**config.mk**
```make
export PLATFORM = sky130hd
export DESIGN_NAME = sr_latch_bank
export DESIGN_NICKNAME = d
export VERILOG_FILES = /design/src/rtl/sr_latch_pkg.sv /design/src/rtl/nor_delay_line.sv /design/src/rtl/sr_latch_bank.sv
export SDC_FILE = /design/constraint.sdc
export NUM_CORES = 1
export LEC_CHECK = 0
export CORE_UTILIZATION = 48
export CTS_BUF_LIST = sky130_fd_sc_hd__clkbuf_4 sky130_fd_sc_hd__clkbuf_8
export CTS_CLUSTER_SIZE = 25
export DETAILED_ROUTE_END_ITERATION = 6
export GPL_ROUTABILITY_DRIVEN = 0
export PLACE_DENSITY = 0.88
export SYNTH_ARGS = -nofsm -noshare
export SYNTH_HDL_FRONTEND = slang
export SYNTH_SLANG_ARGS = --single-unit
```
**constraint.sdc**
```tcl
create_clock -name clk -period 1.4 [get_ports clk]
set_clock_uncertainty 0.1 [all_clocks]
set_input_delay 0.21 -clock clk [delete_from_list [all_inputs] [get_ports clk]]
set_output_delay 0.21 -clock clk [all_outputs]
set_load 0.1 [all_outputs]
```
**src/rtl/sr_latch_pkg.sv**
```systemverilog
// Shared types and default parameter values for the SR latch bank.
package sr_latch_pkg;

    typedef enum logic [1:0] {
        MODE_HOLD = 2'd0,
        MODE_SET  = 2'd1,
        MODE_RST  = 2'd2,
        MODE_NOR  = 2'd3
    } mode_t;

    localparam int    DEF_CHANNELS = 2;
    localparam int    DEF_STAGES   = 10;
    localparam int    DEF_CNT_W    = 8;
    localparam mode_t DEF_MODE     = MODE_NOR;

endpackage

```
**src/rtl/nor_delay_line.sv**
```systemverilog
// Chain of registered inverting stages; each stage is a NOR gate whose
// second input is tied low, so the chain inverts once per stage.
module nor_delay_line #(
    parameter int STAGES = 10
) (
    input  logic clk,
    input  logic rst,
    input  logic in_i,
    output logic out_o
);

    // Reset pattern matches a chain that has settled with a 0 input.
    function automatic logic [STAGES-1:0] rst_pattern();
        logic [STAGES-1:0] p;
        p = '0;
        for (int k = 0; k < STAGES; k++) p[k] = ~k[0];
        return p;
    endfunction

    localparam logic [STAGES-1:0] RST_PAT = rst_pattern();

    logic [STAGES-1:0] stage_q;
    logic [STAGES-1:0] stage_d;

    always_comb begin
        stage_d    = '0;
        stage_d[0] = ~(in_i | 1'b0);
        for (int k = 1; k < STAGES; k++) stage_d[k] = ~(stage_q[k-1] | 1'b0);
    end

    always_ff @(posedge clk or posedge rst) begin
        if (rst) stage_q <= RST_PAT;
        else     stage_q <= stage_d;
    end

    assign out_o = stage_q[STAGES-1];

endmodule

```
**src/rtl/sr_latch_bank.sv**
```systemverilog
// Bank of independent registered SR latches fed through NOR delay chains.
// Optional per-channel conflict counters are built when SR_CONFLICT_CNT_EN is defined.
module sr_latch_bank
    import sr_latch_pkg::*;
#(
    parameter int    CHANNELS = DEF_CHANNELS,
    parameter int    STAGES   = DEF_STAGES,
    parameter mode_t MODE     = DEF_MODE,
    parameter int    CNT_W    = DEF_CNT_W
) (
    input  logic                      clk,
    input  logic                      rst,
    input  logic [CHANNELS-1:0]       set_i,
    input  logic [CHANNELS-1:0]       reset_i,
    input  logic                      clr_cnt_i,
    output logic [CHANNELS-1:0]       q_o,
    output logic [CHANNELS-1:0]       qn_o,
    output logic [CHANNELS-1:0]       conflict_o,
    output logic [CHANNELS-1:0]       meta_o,
    output logic [CHANNELS*CNT_W-1:0] conflict_cnt_o
);

    // An odd chain length leaves the delayed value inverted; undo that here.
    localparam logic ODD_POL = logic'(STAGES % 2);

    logic [CHANNELS-1:0] ds_raw, dr_raw, ds, dr;

    for (genvar ch = 0; ch < CHANNELS; ch++) begin : g_chain
        nor_delay_line #(.STAGES(STAGES)) u_set_dly (
            .clk(clk), .rst(rst), .in_i(set_i[ch]), .out_o(ds_raw[ch])
        );
        nor_delay_line #(.STAGES(STAGES)) u_rst_dly (
            .clk(clk), .rst(rst), .in_i(reset_i[ch]), .out_o(dr_raw[ch])
        );
    end

    assign ds = ds_raw ^ {CHANNELS{ODD_POL}};
    assign dr = dr_raw ^ {CHANNELS{ODD_POL}};

    logic [CHANNELS-1:0] q_q, q_d, qn_q, qn_d;
    logic [CHANNELS-1:0] conf_q, conf_d, meta_q, meta_d;
    logic [CHANNELS-1:0] pds_q, pdr_q;

    always_comb begin
        logic both, pboth;
        q_d    = q_q;
        qn_d   = qn_q;
        conf_d = '0;
        meta_d = '0;
        both   = 1'b0;
        pboth  = 1'b0;
        for (int ch = 0; ch < CHANNELS; ch++) begin
            both        = ds[ch] & dr[ch];
            pboth       = pds_q[ch] & pdr_q[ch];
            conf_d[ch]  = both & ~pboth;
            if (ds[ch] && !dr[ch]) begin
                q_d[ch] = 1'b1; qn_d[ch] = 1'b0;
            end else if (dr[ch] && !ds[ch]) begin
                q_d[ch] = 1'b0; qn_d[ch] = 1'b1;
            end else if (both) begin
                case (MODE)
                    MODE_SET: begin q_d[ch] = 1'b1; qn_d[ch] = 1'b0; end
                    MODE_RST: begin q_d[ch] = 1'b0; qn_d[ch] = 1'b1; end
                    MODE_NOR: begin q_d[ch] = 1'b0; qn_d[ch] = 1'b0; end
                    default:  ;
                endcase
            end else if (MODE == MODE_NOR && pboth) begin
                // Simultaneous release from a NOR conflict resolves to reset.
                q_d[ch]    = 1'b0;
                qn_d[ch]   = 1'b1;
                meta_d[ch] = 1'b1;
            end
        end
    end

    always_ff @(posedge clk or posedge rst) begin
        if (rst) begin
            q_q    <= '0;
            qn_q   <= '1;
            conf_q <= '0;
            meta_q <= '0;
            pds_q  <= '0;
            pdr_q  <= '0;
        end else begin
            q_q    <= q_d;
            qn_q   <= qn_d;
            conf_q <= conf_d;
            meta_q <= meta_d;
            pds_q  <= ds;
            pdr_q  <= dr;
        end
    end

    assign q_o        = q_q;
    assign qn_o       = qn_q;
    assign conflict_o = conf_q;
    assign meta_o     = meta_q;

`ifdef SR_CONFLICT_CNT_EN
    localparam logic [CNT_W-1:0] CNT_ONE = CNT_W'(1);

    logic [CNT_W-1:0] cnt_q [CHANNELS];
    logic [CNT_W-1:0] cnt_d [CHANNELS];

    // Counts advance on the same edge that raises conflict_o.
    always_comb begin
        for (int ch = 0; ch < CHANNELS; ch++) begin
            cnt_d[ch] = cnt_q[ch];
            if (clr_cnt_i)                          cnt_d[ch] = '0;
            else if (conf_d[ch] && cnt_q[ch] != '1) cnt_d[ch] = cnt_q[ch] + CNT_ONE;
        end
    end

    always_ff @(posedge clk or posedge rst) begin
        if (rst) begin
            for (int ch = 0; ch < CHANNELS; ch++) cnt_q[ch] <= '0;
        end else begin
            for (int ch = 0; ch < CHANNELS; ch++) cnt_q[ch] <= cnt_d[ch];
        end
    end

    for (genvar ch = 0; ch < CHANNELS; ch++) begin : g_cnt_out
        assign conflict_cnt_o[ch*CNT_W +: CNT_W] = cnt_q[ch];
    end
`else
    logic unused_clr;
    assign unused_clr     = clr_cnt_i;
    assign conflict_cnt_o = '0;
`endif

endmodule

```
==> results of run 1 <==
## metal layers
| metal | track usage, % | vias up | part of all wire [%] |
|---|---|---|---|
| met1 | 12.1 | 391 | 37 |
| li1 | - | 373 | - |
| met2 | 22.0 | 24 | 56 |
| met5 | 0 | - | 0 |
| met3 | 6.20 | 4 | 5.4 |
| met4 | 3.49 | 0 | 1.3 |
## state kept, by name, indices dropped and copies added, names as in the netlist
signal,flops
pds_q,2
qn_o,2
q_o,2
g_chain.u_rst_dly.stage_q,20
pdr_q,2
g_chain.u_set_dly.stage_q,20
conflict_o,2
meta_o,2
## power groups by stage
stage	logic [mW]	clock network [mW]	registers, mW
3_3_place_gp	0.487	0	1.67
5_1_grt	0.529	0.912	1.66
6_report	0.506	0.825	1.65
4_1_cts	0.506	0.865	1.65
3_5_place_dp	0.499	0	1.68
2_1_floorplan	0.300	0	1.78
## kinds of logic (layout without fill, tap and decap cells)
kind of cell / after synthesis / count (layout) / synth area share, %
AND/OR/NAND/NOR: 10 / 10 / 3.75
buffers and inverters: 59 / 68 / 15.9
AO/OA/AOI/OAI: 2 / 2 / 0.565
adder cells (fa/ha/maj): 4 / 4 / 2.83
flip-flops: 52 / 52 / 75.1
other: 1 / 16 / 0.212
multiplexers: 2 / 2 / 1.70
## worst paths after layout
kind / depth (start not counted) / startpoint / end
setup / recovery: 4 / g_chain[1].u_set_dly.stage_q[9] / q_o[1]
hold reg to reg: 1 / g_chain[1].u_set_dly.stage_q[5] / g_chain[1].u_set_dly.stage_q[6]
max in group asynchronous: 3 / rst / qn_o[0]
setup reg to reg: 4 / g_chain[1].u_set_dly.stage_q[9] / q_o[1]
hold / removal: 2 / rst / g_chain[1].u_rst_dly.stage_q[1]
min in group clk: 1 / g_chain[1].u_set_dly.stage_q[5] / g_chain[1].u_set_dly.stage_q[6]
## per-stage QoR
stage	util, %	std cells
finish	62.2	200
CTS	61.8	200
global placement	58.6	190
global route	62.2	200
detailed placement	58.6	190
floorplan	-	145
## timing repair
action | in CTS | in global routing
cloned | 0 | 0
buffers inserted | 2 | 0
gates resized for setup | 0 | 4
setup endpoints to repair | 1 | 2
pin swaps | 0 | 0
## area by class of cell
type / instances / share of cell area, %
tap: 46 / 2.69
clock inverter: 2 / 0.467
inverter: 43 / 7.71
clock buffer: 6 / 3.86
timing repair buffer: 17 / 12.4
multi-input combinational: 34 / 10.8
sequential: 52 / 62.1
## cell usage in the layout, fill, tap and decap left out
cell,instances
sky130_fd_sc_hd__buf_4,2
sky130_fd_sc_hd__nor2_1,3
sky130_fd_sc_hd__mux2_4,2
sky130_fd_sc_hd__buf_12,10
sky130_fd_sc_hd__dfrtp_1,29
sky130_fd_sc_hd__ha_4,1
sky130_fd_sc_hd__and2_2,1
sky130_fd_sc_hd__nand2_1,1
sky130_fd_sc_hd__clkdlybuf4s50_1,5
sky130_fd_sc_hd__nor4_1,1
sky130_fd_sc_hd__inv_2,1
sky130_fd_sc_hd__nand3b_4,1
sky130_fd_sc_hd__clkbuf_8,6
sky130_fd_sc_hd__ha_2,1
sky130_fd_sc_hd__dfrtp_2,1
sky130_fd_sc_hd__clkinvlp_4,1
sky130_fd_sc_hd__conb_1,16
sky130_fd_sc_hd__and3_1,1
sky130_fd_sc_hd__clkinv_2,2
sky130_fd_sc_hd__ha_1,2
sky130_fd_sc_hd__nor3_1,1
sky130_fd_sc_hd__a21oi_1,2
sky130_fd_sc_hd__dfstp_2,22
sky130_fd_sc_hd__inv_1,41
sky130_fd_sc_hd__nand2_2,1
## worst max-delay path, stage by stage, from the launching register on
cell and delay, ns:
sky130_fd_sc_hd__dfrtp_1 0.42, sky130_fd_sc_hd__inv_2 0.06, sky130_fd_sc_hd__ha_4 0.27, sky130_fd_sc_hd__nand3b_4 0.09, sky130_fd_sc_hd__mux2_4 0.30
==> results, run 1 <==
- The core footprint is about 3400 um^2.
- Relative to the synthesized area, the layout overhead comes to 21.0%.
- The maximum count of clock buffers along a single path is 2.
- The endpoint type of the worst setup path is a flop.
- The netlist area before placement is about 1800 um^2.
- Of the total power, the clock network draws ~28%.
- The violation count after the first detailed-route iteration is 21.
- Counting every instance in the synthesized netlist gives 130.
- By area the synthesized netlist is led by sky130_fd_sc_hd__dfrtp_1, sky130_fd_sc_hd__dfstp_2, sky130_fd_sc_hd__inv_1, sky130_fd_sc_hd__buf_4, sky130_fd_sc_hd__ha_1.
- Net switching is 28.6% of the power.
- The final critical-path required period is roughly 1.4 ns.
- The initial antenna violation count is 0.
- For this design the ratio of total power to cell area is around 1400 nW/um^2.
- The worst setup timing slack at the placement stage is -0.0303 ns.
- The iteration count of the initial detailed-routing pass is 3.
- The top flip-flop cell by instance count after synthesis is sky130_fd_sc_hd__dfrtp_1.
- The worst hold margin is approximately 0.11 ns.
- TritonCTS built the clock tree.
- The commonest cells after synthesis are sky130_fd_sc_hd__inv_1, sky130_fd_sc_hd__dfrtp_1, sky130_fd_sc_hd__dfstp_2.
- Max-cap violations in this run came to 0.
- IR analysis of the VDD net gives a maximum drop of 0.000908 V.
- The summed area of non-filler cells in the final layout is about 2100 um^2.
- The residual antenna-violating net count after detailed routing is 0.
- The final total negative setup slack is 0 ns.
- The internal power consumption is approximately 2.1 mW.
- The total number of nets in the final design is roughly 160.
- The first-pass GRT wire length is 3.50 mm.
- Buffers placed on the I/O ports in this run total 13.
- Setup violations remaining at the end of the flow were counted as 0.
- Across all layers, the routed design uses between 700 and 800 vias.
- Counting flops with an async set or reset pin after synthesis yields a share of between 90% and 100%.
- The share of total power in sequential cells is between 50% and 60%.
- Among all cell types in the netlist, the one instantiated most often is sky130_fd_sc_hd__inv_1.
- The maximum fanout count along the critical path is 4.
- The total of fill cells in the finished design is about 260.
- The worst hold path belongs to the class input port to asynchronous set/reset pin.
- After layout, the worst path uses 96.6% of the clock period.
- The tree is rooted in a sky130_fd_sc_hd__clkbuf_8.
- The number of CTS-inserted buffers is 5.
- In this run, distinct cell masters in the synthesized netlist total 16.
- Clock latency on the worst-skew pair, taken at its later pin, is 0.29 ns.
- The total overflow left after global routing is 0.
- The warning count from the yosys run is 0.
- The critical path class is flop to flop.
- Total power for the finished layout comes to 2.98 mW.
- The total global routing track utilization is between 10% and 20%.
- In this run the power spent charging and discharging nets is ~0.85 mW.
- The number of antenna diodes in the final layout is 0.
- In the routed design, unresolved DRC markers number 0.
- In the final layout, the multi-input gates occupy roughly 230 um^2.
- In the final routed layout, each cell accounts on average for ~10 um.
- The number of global-route vias before repair is slightly above 800.
- The number of vias per cell after detailed routing is 3.96.
- Counting flops with a built-in enable in the synthesized netlist gives 0.
- The share of synthesized area occupied by flip-flops and latches is 75.1%.
- Clock-pin slew was measured on the worst setup and hold paths at 0.08 ns.
- The number of hold violations in the final report was 0.
- Once detailed placement completed, the half-perimeter wirelength came to 1.49 mm.
- The total number of H-tree levels is 2.
- The area used by sequential logic in the layout is about 1300 um^2.
- In the post-route analysis, the smallest setup slack over all paths is between 0.04 and 0.05 ns.
- For this design, the CTS-stage hold fixing added 0 buffers.
- The top achievable clock speed is 740 MHz.
- The flop-to-flop setup slack is between 0.04 and 0.05 ns.
- The starting density of the core is just over 50%.
- The biggest area consumer among synthesized cells is sky130_fd_sc_hd__dfrtp_1.
- Cells with a size suffix above 1 make up between 30% and 40% of the layout.
- The full die area is approximately 3900 um^2.
- The wire length reported by the detailed router is around 2.1 mm.
- The required time reported for the critical path endpoint is approximately 1.5 ns.
- The clock sink count is 52.
- The number of synthesized register bits is 52.
- The arrival time of the worst setup path is 1.44 ns.
- Summing all placed instances gives a cell area of about 2000 um^2.
- The portion of synthesized cell area occupied by the leading cell type is between 40% and 50%.
- The share of total power in combinational logic is between 15 and 20%.
- The average instance in the mapped netlist occupies 13.6 um^2.
- The top-level port count is 31.
- Row generation in the floorplan step produced 21 rows.
- The die is roughly 63 um tall.
- The leakage dissipation is approximately 1.1 nW.
- The worst setup path is launched from a flop.
- The flow ran to the end, and the final reports show no timing, DRC or antenna violations.
- The pin count of the biggest net entering global routing is 28.
- The count of pins over their slew limit came to 0.
- The die is between 60 and 70 um wide.
No activity file was read; power rests on OpenSTA's default activity.
==> inputs of run 2 (changes only) <==
GPL_TIMING_DRIVEN = 1   (was default)
==> results of run 2 <==
No change in the layout: final DEF, timing and power equal those of run 1.
==> inputs of run 3 (changes only) <==
CTS_CLUSTER_SIZE = default   (was 25)
==> results of run 3 <==
No change in the layout: final DEF, timing and power equal those of run 1.
